--- src/rtl/alu_result_fifo_if.sv ---
// Bundles the ALU-side push port and the writeback-side pop port of the
// ALU result FIFO, plus its occupancy and sticky drop indication.
interface alu_result_fifo_if #(
   parameter int unsigned WIDTH = 32,
   parameter int unsigned OPW   = 2,
   parameter int unsigned DEPTH = 4,
   parameter int unsigned TAGW  = 8
);
   localparam int unsigned CW = $clog2(DEPTH) + 1;

   logic             in_valid;
   logic             in_ready;
   logic [OPW-1:0]   in_opcode;
   logic [WIDTH-1:0] alu_out;
   logic             out_valid;
   logic             out_ready;
   logic [WIDTH-1:0] out_data;
   logic [OPW-1:0]   out_opcode;
   logic             out_zero;
   logic [TAGW-1:0]  out_tag;
   logic [CW-1:0]    count;
   logic             drop_err;

   // Environment side: ALU producer and writeback consumer
   modport mst (
      output in_valid, in_opcode, alu_out, out_ready,
      input  in_ready, out_valid, out_data, out_opcode, out_zero, out_tag,
             count, drop_err
   );

   // FIFO side
   modport slv (
      input  in_valid, in_opcode, alu_out, out_ready,
      output in_ready, out_valid, out_data, out_opcode, out_zero, out_tag,
             count, drop_err
   );
endinterface

--- src/rtl/alu_result_fifo.sv ---
// ALU result FIFO: captures {result, opcode, zero flag, sequence tag} per
// accepted ALU result and presents the oldest entry to a stalling writeback
// consumer. No fall-through; a push is visible at the head one cycle later.
module alu_result_fifo #(
   parameter int unsigned WIDTH = 32,
   parameter int unsigned OPW   = 2,
   parameter int unsigned DEPTH = 4,
   parameter int unsigned TAGW  = 8
) (
   input logic            clk,
   input logic            rst,
   alu_result_fifo_if.slv bus
);
   localparam int unsigned PW = $clog2(DEPTH);
   localparam int unsigned CW = $clog2(DEPTH) + 1;

   typedef struct packed {
      logic [WIDTH-1:0] data;
      logic [OPW-1:0]   op;
      logic             zero;
      logic [TAGW-1:0]  tag;
   } entry_t;

   entry_t          mem_q [DEPTH];
   entry_t          head_q, head_d;
   entry_t          wr_entry;
   logic [PW-1:0]   wr_ptr_q, wr_ptr_d;
   logic [PW-1:0]   rd_ptr_q, rd_ptr_d;
   logic [CW-1:0]   count_q, count_d;
   logic [TAGW-1:0] tag_q, tag_d;
   logic            valid_q, ready_q, drop_q, drop_d;
   logic            push, pop;

   // Next-state: pointers, occupancy, tag, sticky drop and the next head entry
   always_comb begin
      push     = bus.in_valid & ready_q;
      pop      = valid_q & bus.out_ready;
      wr_entry = '{data: bus.alu_out,
                   op:   bus.in_opcode,
                   zero: (bus.alu_out == '0),
                   tag:  tag_q};
      wr_ptr_d = wr_ptr_q;
      rd_ptr_d = rd_ptr_q;
      count_d  = count_q;
      tag_d    = tag_q;
      drop_d   = drop_q | (bus.in_valid & ~ready_q);

      if (push) begin
         wr_ptr_d = wr_ptr_q + PW'(1);
         tag_d    = tag_q + TAGW'(1);
      end
      if (pop) begin
         rd_ptr_d = rd_ptr_q + PW'(1);
      end
      if (push && !pop) begin
         count_d = count_q + CW'(1);
      end else if (pop && !push) begin
         count_d = count_q - CW'(1);
      end

      // Pointers only coincide on a legal push when the new head is the
      // entry being written this cycle (empty, or one entry being popped).
      if (push && (wr_ptr_q == rd_ptr_d)) begin
         head_d = wr_entry;
      end else begin
         head_d = mem_q[rd_ptr_d];
      end
   end

   // State and registered outputs; reset discards all contents
   always_ff @(posedge clk or posedge rst) begin
      if (rst) begin
         for (int i = 0; i < int'(DEPTH); i++) begin
            mem_q[i] <= '0;
         end
         head_q   <= '0;
         wr_ptr_q <= '0;
         rd_ptr_q <= '0;
         count_q  <= '0;
         tag_q    <= '0;
         valid_q  <= 1'b0;
         ready_q  <= 1'b1;
         drop_q   <= 1'b0;
      end else begin
         if (push) begin
            mem_q[wr_ptr_q] <= wr_entry;
         end
         head_q   <= head_d;
         wr_ptr_q <= wr_ptr_d;
         rd_ptr_q <= rd_ptr_d;
         count_q  <= count_d;
         tag_q    <= tag_d;
         valid_q  <= (count_d != '0);
         ready_q  <= (count_d != CW'(DEPTH));
         drop_q   <= drop_d;
      end
   end

   assign bus.in_ready   = ready_q;
   assign bus.out_valid  = valid_q;
   assign bus.out_data   = head_q.data;
   assign bus.out_opcode = head_q.op;
   assign bus.out_zero   = head_q.zero;
   assign bus.out_tag    = head_q.tag;
   assign bus.count      = count_q;
   assign bus.drop_err   = drop_q;
endmodule

--- src/flat_wrapper.sv ---
// flat-port wrapper written by rule: the top's interface ports become plain ports
module alu_result_fifo_flat 
#(
   parameter int unsigned WIDTH = 32,
   parameter int unsigned OPW   = 2,
   parameter int unsigned DEPTH = 4,
   parameter int unsigned TAGW  = 8
)
  (clk, rst, bus_in_valid, bus_in_opcode, bus_alu_out, bus_out_ready, bus_in_ready, bus_out_valid, bus_out_data, bus_out_opcode, bus_out_zero, bus_out_tag, bus_count, bus_drop_err);
  alu_result_fifo_if #(.WIDTH(WIDTH), .OPW(OPW), .DEPTH(DEPTH), .TAGW(TAGW)) bus_i ();
  input logic clk;
  input logic rst;
  input wire logic [$bits(bus_i.in_valid)-1:0] bus_in_valid;
  input wire logic [$bits(bus_i.in_opcode)-1:0] bus_in_opcode;
  input wire logic [$bits(bus_i.alu_out)-1:0] bus_alu_out;
  input wire logic [$bits(bus_i.out_ready)-1:0] bus_out_ready;
  output wire logic [$bits(bus_i.in_ready)-1:0] bus_in_ready;
  output wire logic [$bits(bus_i.out_valid)-1:0] bus_out_valid;
  output wire logic [$bits(bus_i.out_data)-1:0] bus_out_data;
  output wire logic [$bits(bus_i.out_opcode)-1:0] bus_out_opcode;
  output wire logic [$bits(bus_i.out_zero)-1:0] bus_out_zero;
  output wire logic [$bits(bus_i.out_tag)-1:0] bus_out_tag;
  output wire logic [$bits(bus_i.count)-1:0] bus_count;
  output wire logic [$bits(bus_i.drop_err)-1:0] bus_drop_err;
  assign bus_i.in_valid = bus_in_valid;
  assign bus_i.in_opcode = bus_in_opcode;
  assign bus_i.alu_out = bus_alu_out;
  assign bus_i.out_ready = bus_out_ready;
  assign bus_in_ready = bus_i.in_ready;
  assign bus_out_valid = bus_i.out_valid;
  assign bus_out_data = bus_i.out_data;
  assign bus_out_opcode = bus_i.out_opcode;
  assign bus_out_zero = bus_i.out_zero;
  assign bus_out_tag = bus_i.out_tag;
  assign bus_count = bus_i.count;
  assign bus_drop_err = bus_i.drop_err;
  alu_result_fifo #(.WIDTH(WIDTH), .OPW(OPW), .DEPTH(DEPTH), .TAGW(TAGW)) u_core (.clk(clk), .rst(rst), .bus(bus_i));
endmodule
--- config.mk ---
export PLATFORM = sky130hd
export DESIGN_NAME = alu_result_fifo_flat
export DESIGN_NICKNAME = d
export VERILOG_FILES = /design/src/rtl/alu_result_fifo_if.sv /design/src/rtl/alu_result_fifo.sv /design/src/flat_wrapper.sv
export SDC_FILE = /design/constraint.sdc
export NUM_CORES = 1
export LEC_CHECK = 0
export BUFFER_PORTS_ARGS = -buffer_cell sky130_fd_sc_hd__buf_4
export CORE_ASPECT_RATIO = 1.2
export CORE_MARGIN = 3
export CORE_UTILIZATION = 45
export DETAILED_ROUTE_END_ITERATION = 12
export SYNTH_ARGS = -nofsm -noshare
export SYNTH_HDL_FRONTEND = slang
export SYNTH_SLANG_ARGS = --single-unit
--- constraint.sdc ---
create_clock -name clk -period 9.2 [get_ports clk]
set_clock_uncertainty 0.05 [all_clocks]
set_input_delay 0.46 -clock clk [delete_from_list [all_inputs] [get_ports clk]]
set_output_delay 0.46 -clock clk [all_outputs]
set_load 0.1 [all_outputs]
==> metrics, run 1 <==
top post-synthesis cells by area=dfrtp_1 58%, mux2_2 23%, mux4_2 8.8%; critical path required time=9530 ps; cts bufs inserted=24; I/O pins=87; startpoint of the worst-slack reg-to-reg timing path=u_core.bus.out_valid; Slowest-stage cell, CP=a31oi_4; final critical-path required period=slightly above 3000 ps; CP Max Fanout=27; EDFF count, synth=0; setup fix buffers added after clock tree synthesis=0; Final nets=745; top flip-flop cell by instance count after synthesis=dfrtp_1; first element of the critical path=u_core.bus.out_valid; antenna violations before repair=0; Cell variety after synth=38; Layout Cell Area excl Fill=roughly 12000 sq um; worst-case setup slack after placement=5930 ps; Die Area=24100 sq um; Mapped Cells=roughly 620; area of combinational cells with multiple inputs=3960 sq um; number of inserted filler cells in the final layout=1784; area leader, netlist=dfrtp_1; final setup violation count=0; most instantiated library cell after synthesis=dfrtp_1; number of synthesized register bits=~230; first-pass GRT wire length=33100 um; type of the most critical hold path=in2async; Root Driver=clkbuf_16; arrival time at the worst endpoint=3360 ps; total of buffers placed on input and output ports=86; vias in the first global route=6014; sequential fraction of the synthesis area=58.1%; deepest level of the CTS H-tree=1; Detailed Place HPWL=12200 um; number of max-slew violations in the final report=0; area of all sequential standard cells=5830 sq um; total buffers and inverters traversed by the critical path=1; number of antenna repair diodes=0; Critical Path End=u_core.bus.out_tag[5]; CTS hold repair buffers=0; category of the worst setup path launch point=flip-flop; critical path start-end classification=reg2reg; share of layout cells above drive strength 1=54.3%; worst path setup slack after routing=6170 ps; gate family responsible for the most delay along the worst path=simple AND/OR/NAND/NOR gates; Remaining Overflow, GRT=0; number of detailed-routing iterations run before antenna repair=4; setup_tns=0 ps; maximum cell stage delay along the critical path=640 ps; DRC viols=0; routed vias/inst=5.49; clock latency on the worst-skew pair=500 ps; Yosys Warn Count=0; worst-path cell chain=and2_1 -> nor2_1 -> or4_1 -> a31oi_4 -> buf_4 -> mux2_2; CTS tree=yes; final wirelength=20400 um; fraction of post-synthesis cell area in the top cell type by area=between 50% and 60%; average wire length per cell after detail routing=20.6 um; post-place instance area=about 11000 sq um; headroom to the max-slew limit=29.7%; number of cells traversed by the worst register-to-register path=6; cells resized by post-CTS repair=0; unrepaired setup endpoints after global routing=no; Die X-Extent=about 140 um; post-detailed-route count of antenna-violating nets=0; number of core rows=59; violation count after the first detailed-routing iteration=199; Synth async-reset ratio=between 90% and 100%; Critical R2R Capture=u_core.bus.out_tag[5]; result of the run=completed; endpoint kind of the worst setup timing path=flip-flop; Routability Congestion=0.727; post-route fraction of the period consumed by the critical path=about a third; largest net degree at the start of global routing=153; Total Routing Usage GR=17.2%; DR vias=5425; ranking of synthesized cells by instance count=232 x dfrtp_1, 207 x mux2_2, 39 x mux4_2, 23 x nand2_1, 11 x clkbuf_1; Register-to-Register Setup Slack=6170 ps; transition time at the pin with the least slew margin=1050 ps; Max Fclk=330 MHz; nets in the synthesized netlist=661; max-cap violation count=0; number of buffers on the longest clock path=3; post-CTS clock slew at the launch and capture registers of the worst setup and hold paths=around 60 ps; average instance area after synthesis=16.3 sq um; die span in y=170 um; total count of hold-check failures in the final report=0; total clock sinks=233; number of gates on the worst path with buffers counted=6; summed instance area of the synthesized netlist=10000 sq um; total core area=21800 sq um; area added between synthesis and finish=15.8%; Initial Utilization=between 40% and 50%
registers in the layout, summed over array words and instances (netlist names), 2 cells and up:
signal / cells
u_core.bus.out_data: 32
u_core.rd_ptr_q: 2
u_core.mem_q: 172
u_core.tag_q: 8
u_core.bus.out_opcode: 2
u_core.bus.out_tag: 8
u_core.bus.count: 3
u_core.wr_ptr_q: 2
final cells by class:
cell class	instances	area share (%)
flip-flops and latches	233	50.2
inverters	8	0.345
multi-input cells	340	34.1
well taps	274	2.95
clock inverters	5	0.431
clock buffers	36	6.00
repair buffers	93	6.01
stage by stage:
step	hold slack (ps)	cells	util, %
floorplan	399	616	-
global placement	388	948	49.9
detailed placement	407	948	49.9
CTS	113	989	53.4
global route	123	989	53.4
finish	94.2	989	53.4
cells by family (layout without fill, tap and decap cells):
| group | Yosys count | after routing | share of synthesized area (%) |
|---|---|---|---|
| multiplexers | 256 | 256 | 33.7 |
| flip-flops | 233 | 233 | 58.1 |
| AND/OR/NAND/NOR | 51 | 51 | 2.43 |
| buffers and inverters | 43 | 142 | 2.53 |
| AO/OA/AOI/OAI | 13 | 13 | 0.898 |
| XOR/XNOR | 13 | 13 | 1.51 |
| adder cells (fa/ha/maj) | 7 | 7 | 0.873 |
layer usage:
layer  up-vias  GRT usage (%)  wire length [um]  share of wire [%]
li1       2423              -                 -                  -
met1      2891           23.1              8780                 43
met2        88           30.0             10600                 52
met3        23           2.51               715                3.5
met4         0           3.60               286                1.4
met5         -              0                 0                  0
worst min-delay path by stage:
stage                                 end  slack (ps)
floorplan                 u_core.mem_q[8]         400
global placement      u_core.bus.drop_err         390
detailed placement    u_core.bus.drop_err         410
CTS                   u_core.bus.drop_err         110
global route          u_core.bus.drop_err         120
finish              u_core.bus.out_tag[6]          90
cells in the final DEF (no fill, tap or decap), drive strengths merged:
cell,synthesis,routed
xnor2,9,9
mux2i,3,3
nand3,2,2
or4,1,1
nor4,8,8
and2,2,2
bufinv,0,1
o21ai,7,7
mux2,211,211
a31oi,1,1
or3,1,1
o22ai,1,1
nand4,4,4
dfstp,1,1
clkinv,0,4
xor2,4,4
a21oi,1,1
or2,1,1
a21o,1,1
mux4,42,42
nor2,6,6
nand2b,1,1
a22oi,1,1
nand2,24,24
dfrtp,232,232
nor3,1,1
clkbuf,11,36
ha,7,7
o211ai,1,1
buf,24,93
inv,8,8
Power of run 1 is not shown: default switching activity piles up to over one toggle a cycle in this logic, so the estimate is an artifact.
==> inputs of run 2 (changes only) <==
--- a/config.mk
+++ b/config.mk
@@ -5,6 +5,7 @@
 export SDC_FILE = /design/constraint.sdc
 export NUM_CORES = 1
 export LEC_CHECK = 0
+export ABC_AREA = 1
 export BUFFER_PORTS_ARGS = -buffer_cell sky130_fd_sc_hd__buf_4
 export CORE_ASPECT_RATIO = 1.2
 export CORE_MARGIN = 3
==> constraint.sdc (replaced) <==
create_clock -name clk -period 2.8 [get_ports clk]
set_clock_uncertainty 0.05 [all_clocks]
set_input_delay 0.14 -clock clk [delete_from_list [all_inputs] [get_ports clk]]
set_output_delay 0.14 -clock clk [all_outputs]
set_load 0.1 [all_outputs]
==> metrics, run 2 <==
total clock sinks=233; routed vias/inst=a little under 5; Yosys Warn Count=0; clock latency on the worst-skew pair=510 ps; worst ir drop on vdd=843 uV; power density relative to cell area=1370 nW/um^2; most common library cell in the layout ignoring fill and taps=nand2_1; total core area=23400 sq um; DRC viols=0; arrival time at the worst endpoint=roughly 2700 ps; number of detailed-routing iterations run before antenna repair=5; multiplexer fraction of the synthesized cell area=0%; dominant combinational cell family by area after synthesis=simple AND/OR/NAND/NOR gates; number of inserted filler cells in the final layout=2273; number of synthesized register bits=233; CP Max Fanout=43; Die Area=25800 sq um; Mapped Cells=1325; Synth Area in XOR/XNOR=less than 1%; largest net degree at the start of global routing=~90; Root Driver=clkbuf_16; cells resized by post-CTS repair=0; DR vias=8654; number of buffers on the longest clock path=3; worst-path cell chain=nand3_4 -> nand2_1 -> nand2_2 -> nand2_1 -> nand2_2 -> inv_2 -> nand2_4 -> nand2_1 -> nand2_1; deepest level of the CTS H-tree=1; number of antenna repair diodes=0; register ranked first by flip-flop count=u_core.mem_q; category of the worst setup path launch point=flip-flop; final setup violation count=0; transition time at the pin with the least slew margin=744 ps; share of layout cells above drive strength 1=11.2%; endpoint kind of the worst setup timing path=flip-flop; Remaining Overflow, GRT=0; synthesized-area fraction occupied by adder cells=0.815%; Final Hold Slack=~68 ps; Detailed Place HPWL=15100 um; unrepaired setup endpoints after global routing=no; Tot Pwr=between 0.015 and 0.02 W; post-CTS clock slew at the launch and capture registers of the worst setup and hold paths=60 ps; area added between synthesis and finish=19.1%; area of all sequential standard cells=5830 sq um; ranking of synthesized cells by instance count=548 x nand2_1, 232 x dfrtp_1, 168 x o21ai_0, 102 x inv_1, 96 x nand3_1; critical path start-end classification=reg2reg; number of max-slew violations in the final report=0; final wirelength=roughly 26000 um; CTS tree=yes; violation count after the first detailed-routing iteration=647; total count of hold-check failures in the final report=0; number of core rows=61; Metal-1 WL=roughly 12000 um; die span in y=175 um; cts bufs inserted=25; Leak Pwr=between 6 and 7 nW; post-detailed-route count of antenna-violating nets=0; met2 wire length=12700 um; Die X-Extent=147 um; EDFF count, synth=0; commonest cells after routing, fill and taps aside=544 x nand2_1, 232 x dfrtp_1, 168 x o21ai_0; post-route fraction of the period consumed by the critical path=80.9%; top post-synthesis cells by area=dfrtp_1 54%, nand2_1 19%, o21ai_0 7.8%; final critical-path required period=2270 ps; Final nets=about 1500; fraction of post-synthesis cell area in the top cell type by area=54.0%; area of combinational cells with multiple inputs=4110 sq um; summed instance area of the synthesized netlist=10700 sq um; I/O pins=87; result of the run=completed; Largest register FFs=172; average wire length per cell after detail routing=about 15 um; total of buffers placed on input and output ports=86; Routability Congestion=0.761; compound-gate portion of the synthesized area=8.10%; top flip-flop cell by instance count after synthesis=dfrtp_1; type of the most critical hold path=in2reg; most instantiated library cell after synthesis=nand2_1; headroom to the max-slew limit=between 50% and 60%; vias in the first global route=8602; highest routed layer=met4; Post-Synth Simple-Gate Area=28.4%; maximum cell stage delay along the critical path=460 ps; sequential fraction of the synthesis area=54.3%; area leader, netlist=dfrtp_1; setup fix buffers added after clock tree synthesis=0; CTS hold repair buffers=36; nets in the synthesized netlist=between 1000 and 1500; final standard cell utilization of the core=54.8%; most prevalent standard cell on the critical path=nand2_1; Slowest-stage cell, CP=nand2_4; average instance area after synthesis=about 8.1 sq um; Total Routing Usage GR=20.9%; Initial Utilization=roughly 46%; Max Fclk=441 MHz; critical path required time=~3200 ps; first-pass GRT wire length=around 45000 um; antenna violations before repair=0; max-cap violation count=0; met3 routed WL=1170 um; Cell variety after synth=25; Synth async-reset ratio=100%
-- run 2: worst paths after layout --
kind	cells past startpoint	to	start	slack (ps)
setup / recovery	9	u_core.bus.out_data[22]	u_core.bus.out_valid	530
hold / removal	3	u_core.bus.count[1]	bus_out_ready	70
setup reg to reg	9	u_core.bus.out_data[22]	u_core.bus.out_valid	530
hold reg to reg	2	u_core.mem_q[5]	u_core.mem_q[5]	430
max in group asynchronous	5	u_core.mem_q[137]	rst	1760
min in group asynchronous	3	u_core.mem_q[60]	rst	140
-- run 2: area by class of cell --
class	count	share of cell area (%)
flip-flops and latches	233	45.6
multi-input cells	907	32.1
repair buffers	142	10.0
clock buffers	37	5.71
inverters	106	3.14
well taps	315	3.08
clock inverters	4	0.352
-- run 2: cell families (layout without fill, tap and decap cells) --
| logic type | count (synthesis) | count (layout) |
|---|---|---|
| adders and majority gates | 7 | 7 |
| buffers and inverters | 185 | 289 |
| xor gates and xnor gates | 11 | 11 |
| and+or+nand+nor | 716 | 716 |
| DFF | 233 | 233 |
| AOI/OAI and AO/OA | 173 | 173 |
-- run 2: worst max-delay path: cells and delay by family (launching register included) --
kind | cells | cell delay (ps)
buffers and inverters | 1 | 60
AND/OR/NAND/NOR | 8 | 1650
flip-flops | 1 | 440
-- run 2: report_power, final --
group	switching, W	internal, W
Clock	0.00128	0.00188
Sequential	0.000766	0.00491
Combinational	0.00624	0.00241
Total	0.00830	0.00920
-- run 2: per-layer routing --
| metal | track usage (%) | up-vias |
|---|---|---|
| met5 | 0 | - |
| met4 | 4.35 | 0 |
| met3 | 2.68 | 32 |
| met2 | 35.4 | 181 |
| met1 | 29.2 | 4102 |
| li1 | - | 4339 |
-- run 2: metrics by stage --
stage / setup WS [ps] / setup TNS [ps] / cells / area [sq um]
after floorplan: -439 / -101870 / 1325 / 10800
after global placement: 608 / 0 / 1667 / 11700
after detailed placement: 578 / 0 / 1667 / 11700
after CTS: 522 / 0 / 1744 / 12800
after global routing: 372 / 0 / 1744 / 12800
final: 534 / 0 / 1744 / 12800
No activity file was read; power rests on OpenSTA's default activity.
==> inputs of run 3 (changes only) <==
--- a/config.mk
+++ b/config.mk
@@ -11,6 +11,7 @@
 export CORE_MARGIN = 3
 export CORE_UTILIZATION = 45
 export DETAILED_ROUTE_END_ITERATION = 12
+export PLACE_DENSITY = 0.65
 export SYNTH_ARGS = -nofsm -noshare
 export SYNTH_HDL_FRONTEND = slang
 export SYNTH_SLANG_ARGS = --single-unit
==> constraint.sdc (replaced) <==
create_clock -name clk -period 2 [get_ports clk]
set_clock_uncertainty 0.05 [all_clocks]
set_input_delay 0.1 -clock clk [delete_from_list [all_inputs] [get_ports clk]]
set_output_delay 0.1 -clock clk [all_outputs]
set_load 0.1 [all_outputs]
==> metrics, run 3 (synthesis results as in run 2) <==
result of the run=completed; setup_tns=0 ps; Die X-Extent=147 um; number of inserted filler cells in the final layout=2237; Routability Congestion=0.768; number of cells traversed by the worst register-to-register path=10; Final nets=1470; commonest cells after routing, fill and taps aside=544 x nand2_1, 232 x dfrtp_1, 168 x o21ai_0; routed vias/inst=4.98; power density relative to cell area=1910 nW/um^2; arrival time at the worst endpoint=2170 ps; first element of the critical path=u_core.bus.out_valid; critical path start-end classification=reg2reg; deepest level of the CTS H-tree=1; Root Driver=clkbuf_16; final wirelength=26100 um; post-detailed-route count of antenna-violating nets=0; final setup violation count=0; max-cap violation count=0; total of buffers placed on input and output ports=86; Max Fclk=~550 MHz; Total Routing Usage GR=20.5%; worst ir drop on vdd=between 1500 and 2000 uV; startpoint of the worst-slack reg-to-reg timing path=u_core.bus.out_valid; cts bufs inserted=24; type of the most critical hold path=in2reg; headroom to the max-slew limit=a little under three fifths; endpoint kind of the worst setup timing path=flip-flop; Detailed Place HPWL=15300 um; Critical R2R Capture=u_core.bus.out_data[0]; number of core rows=61; number of max-slew violations in the final report=0; number of buffers on the longest clock path=3; unrepaired setup endpoints after global routing=no; total count of hold-check failures in the final report=0; final critical-path required period=1830 ps; CP Max Fanout=17; final standard cell utilization of the core=55.3%; most common library cell in the layout ignoring fill and taps=nand2_1; violation count after the first detailed-routing iteration=678; first-pass GRT wire length=between 40000 and 50000 um; number of detailed-routing iterations run before antenna repair=5; Critical Path End=u_core.bus.out_data[0]; die span in y=175 um; DRC viols=0; Die Area=~26000 sq um; transition time at the pin with the least slew margin=654 ps; number of antenna repair diodes=0; total clock sinks=~230; post-CTS clock slew at the launch and capture registers of the worst setup and hold paths=around 60 ps; average wire length per cell after detail routing=14.9 um; CTS tree=yes; clock latency on the worst-skew pair=slightly above 500 ps; post-route fraction of the period consumed by the critical path=between 90% and 100%; Leak Pwr=6.80 nW; Register-to-Register Setup Slack=between 150 and 200 ps; category of the worst setup path launch point=flip-flop; largest net degree at the start of global routing=78; antenna violations before repair=0; vias in the first global route=8543; Largest register FFs=172; I/O pins=87; critical path required time=~2400 ps; start point of the worst hold path=bus_out_ready; register ranked first by flip-flop count=u_core.mem_q; Remaining Overflow, GRT=0; share of layout cells above drive strength 1=11.9%; Tot Pwr=0.0247 W; DR vias=just under 9000; area added between synthesis and finish=20.1%; total core area=23400 sq um; Initial Utilization=between 40% and 50%
[run 3: cell types whose count changed in the layout (fill, tap and decap cells not counted), sizes merged]
cell,before,now
buf,106,117
bufinv,1,0
clkbuf,37,38
[run 3: stage by stage]
step           setup WS (ps)  area, sq um  cells  hold slack (ps)
3_3_place_gp             269        11800   1678              182
6_report                 174        12900   1755             25.3
4_1_cts                  166        12900   1755             2.09
2_1_floorplan          -1200        10800   1325              167
5_1_grt                 33.6        12900   1755             42.3
3_5_place_dp             180        11800   1678              200
[run 3: cell type report]
type                       count  area, sq um  area share, %
clock buffer                  38          754           5.84
clock inverter                 3         15.0          0.116
inverter                     106          402           3.11
multi-input combinational    907         4120           31.9
sequential                   233         5840           45.2
tap                          315          394           3.05
timing repair buffer         153         1390           10.8
[run 3: how the worst min path moves through the flow]
| stage | to | slack [ps] | cells past startpoint |
|---|---|---|---|
| 2_1_floorplan | u_core.bus.out_data[0] | 170 | 2 |
| 3_3_place_gp | u_core.mem_q[147] | 180 | 2 |
| 3_5_place_dp | u_core.mem_q[61] | 200 | 2 |
| 4_1_cts | u_core.bus.count[1] | 2 | 3 |
| 5_1_grt | u_core.bus.count[1] | 40 | 3 |
| 6_report | u_core.bus.count[1] | 30 | 3 |
[run 3: where the power goes]
group	internal (W)	switching, W	leakage, nW	total (W)
Sequential	0.00688	0.00109	2.93	0.00797
Clock	0.00257	0.00180	0.383	0.00436
Combinational	0.00361	0.00877	3.49	0.0124
[run 3: critical path, stage by stage (launching register included)]
cell	delay (ps)
dfrtp_1	450
nand3_4	220
nand2_1	160
nand2_2	100
nand2_1	90
nand2_2	100
inv_2	80
nand2_4	130
buf_12	200
nand2_1	60
nand2_1	60
[run 3: what timing repair did]
| item | CTS | global route |
|---|---|---|
| hold buffers | 36 | 0 |
| buffers inserted | 0 | 0 |
| gates resized for setup | 0 | 0 |
| hold endpoints to repair | 192 | 0 |
[run 3: routing by layer]
metal	wire, um	share of wire [%]	GRT usage [%]	vias to the layer above
met5	0	0	0	-
met4	359	1.4	4.27	0
met3	1200	4.6	2.94	27
met2	12500	48	34.4	171
met1	12000	46	28.8	4187
li1	-	-	-	4360
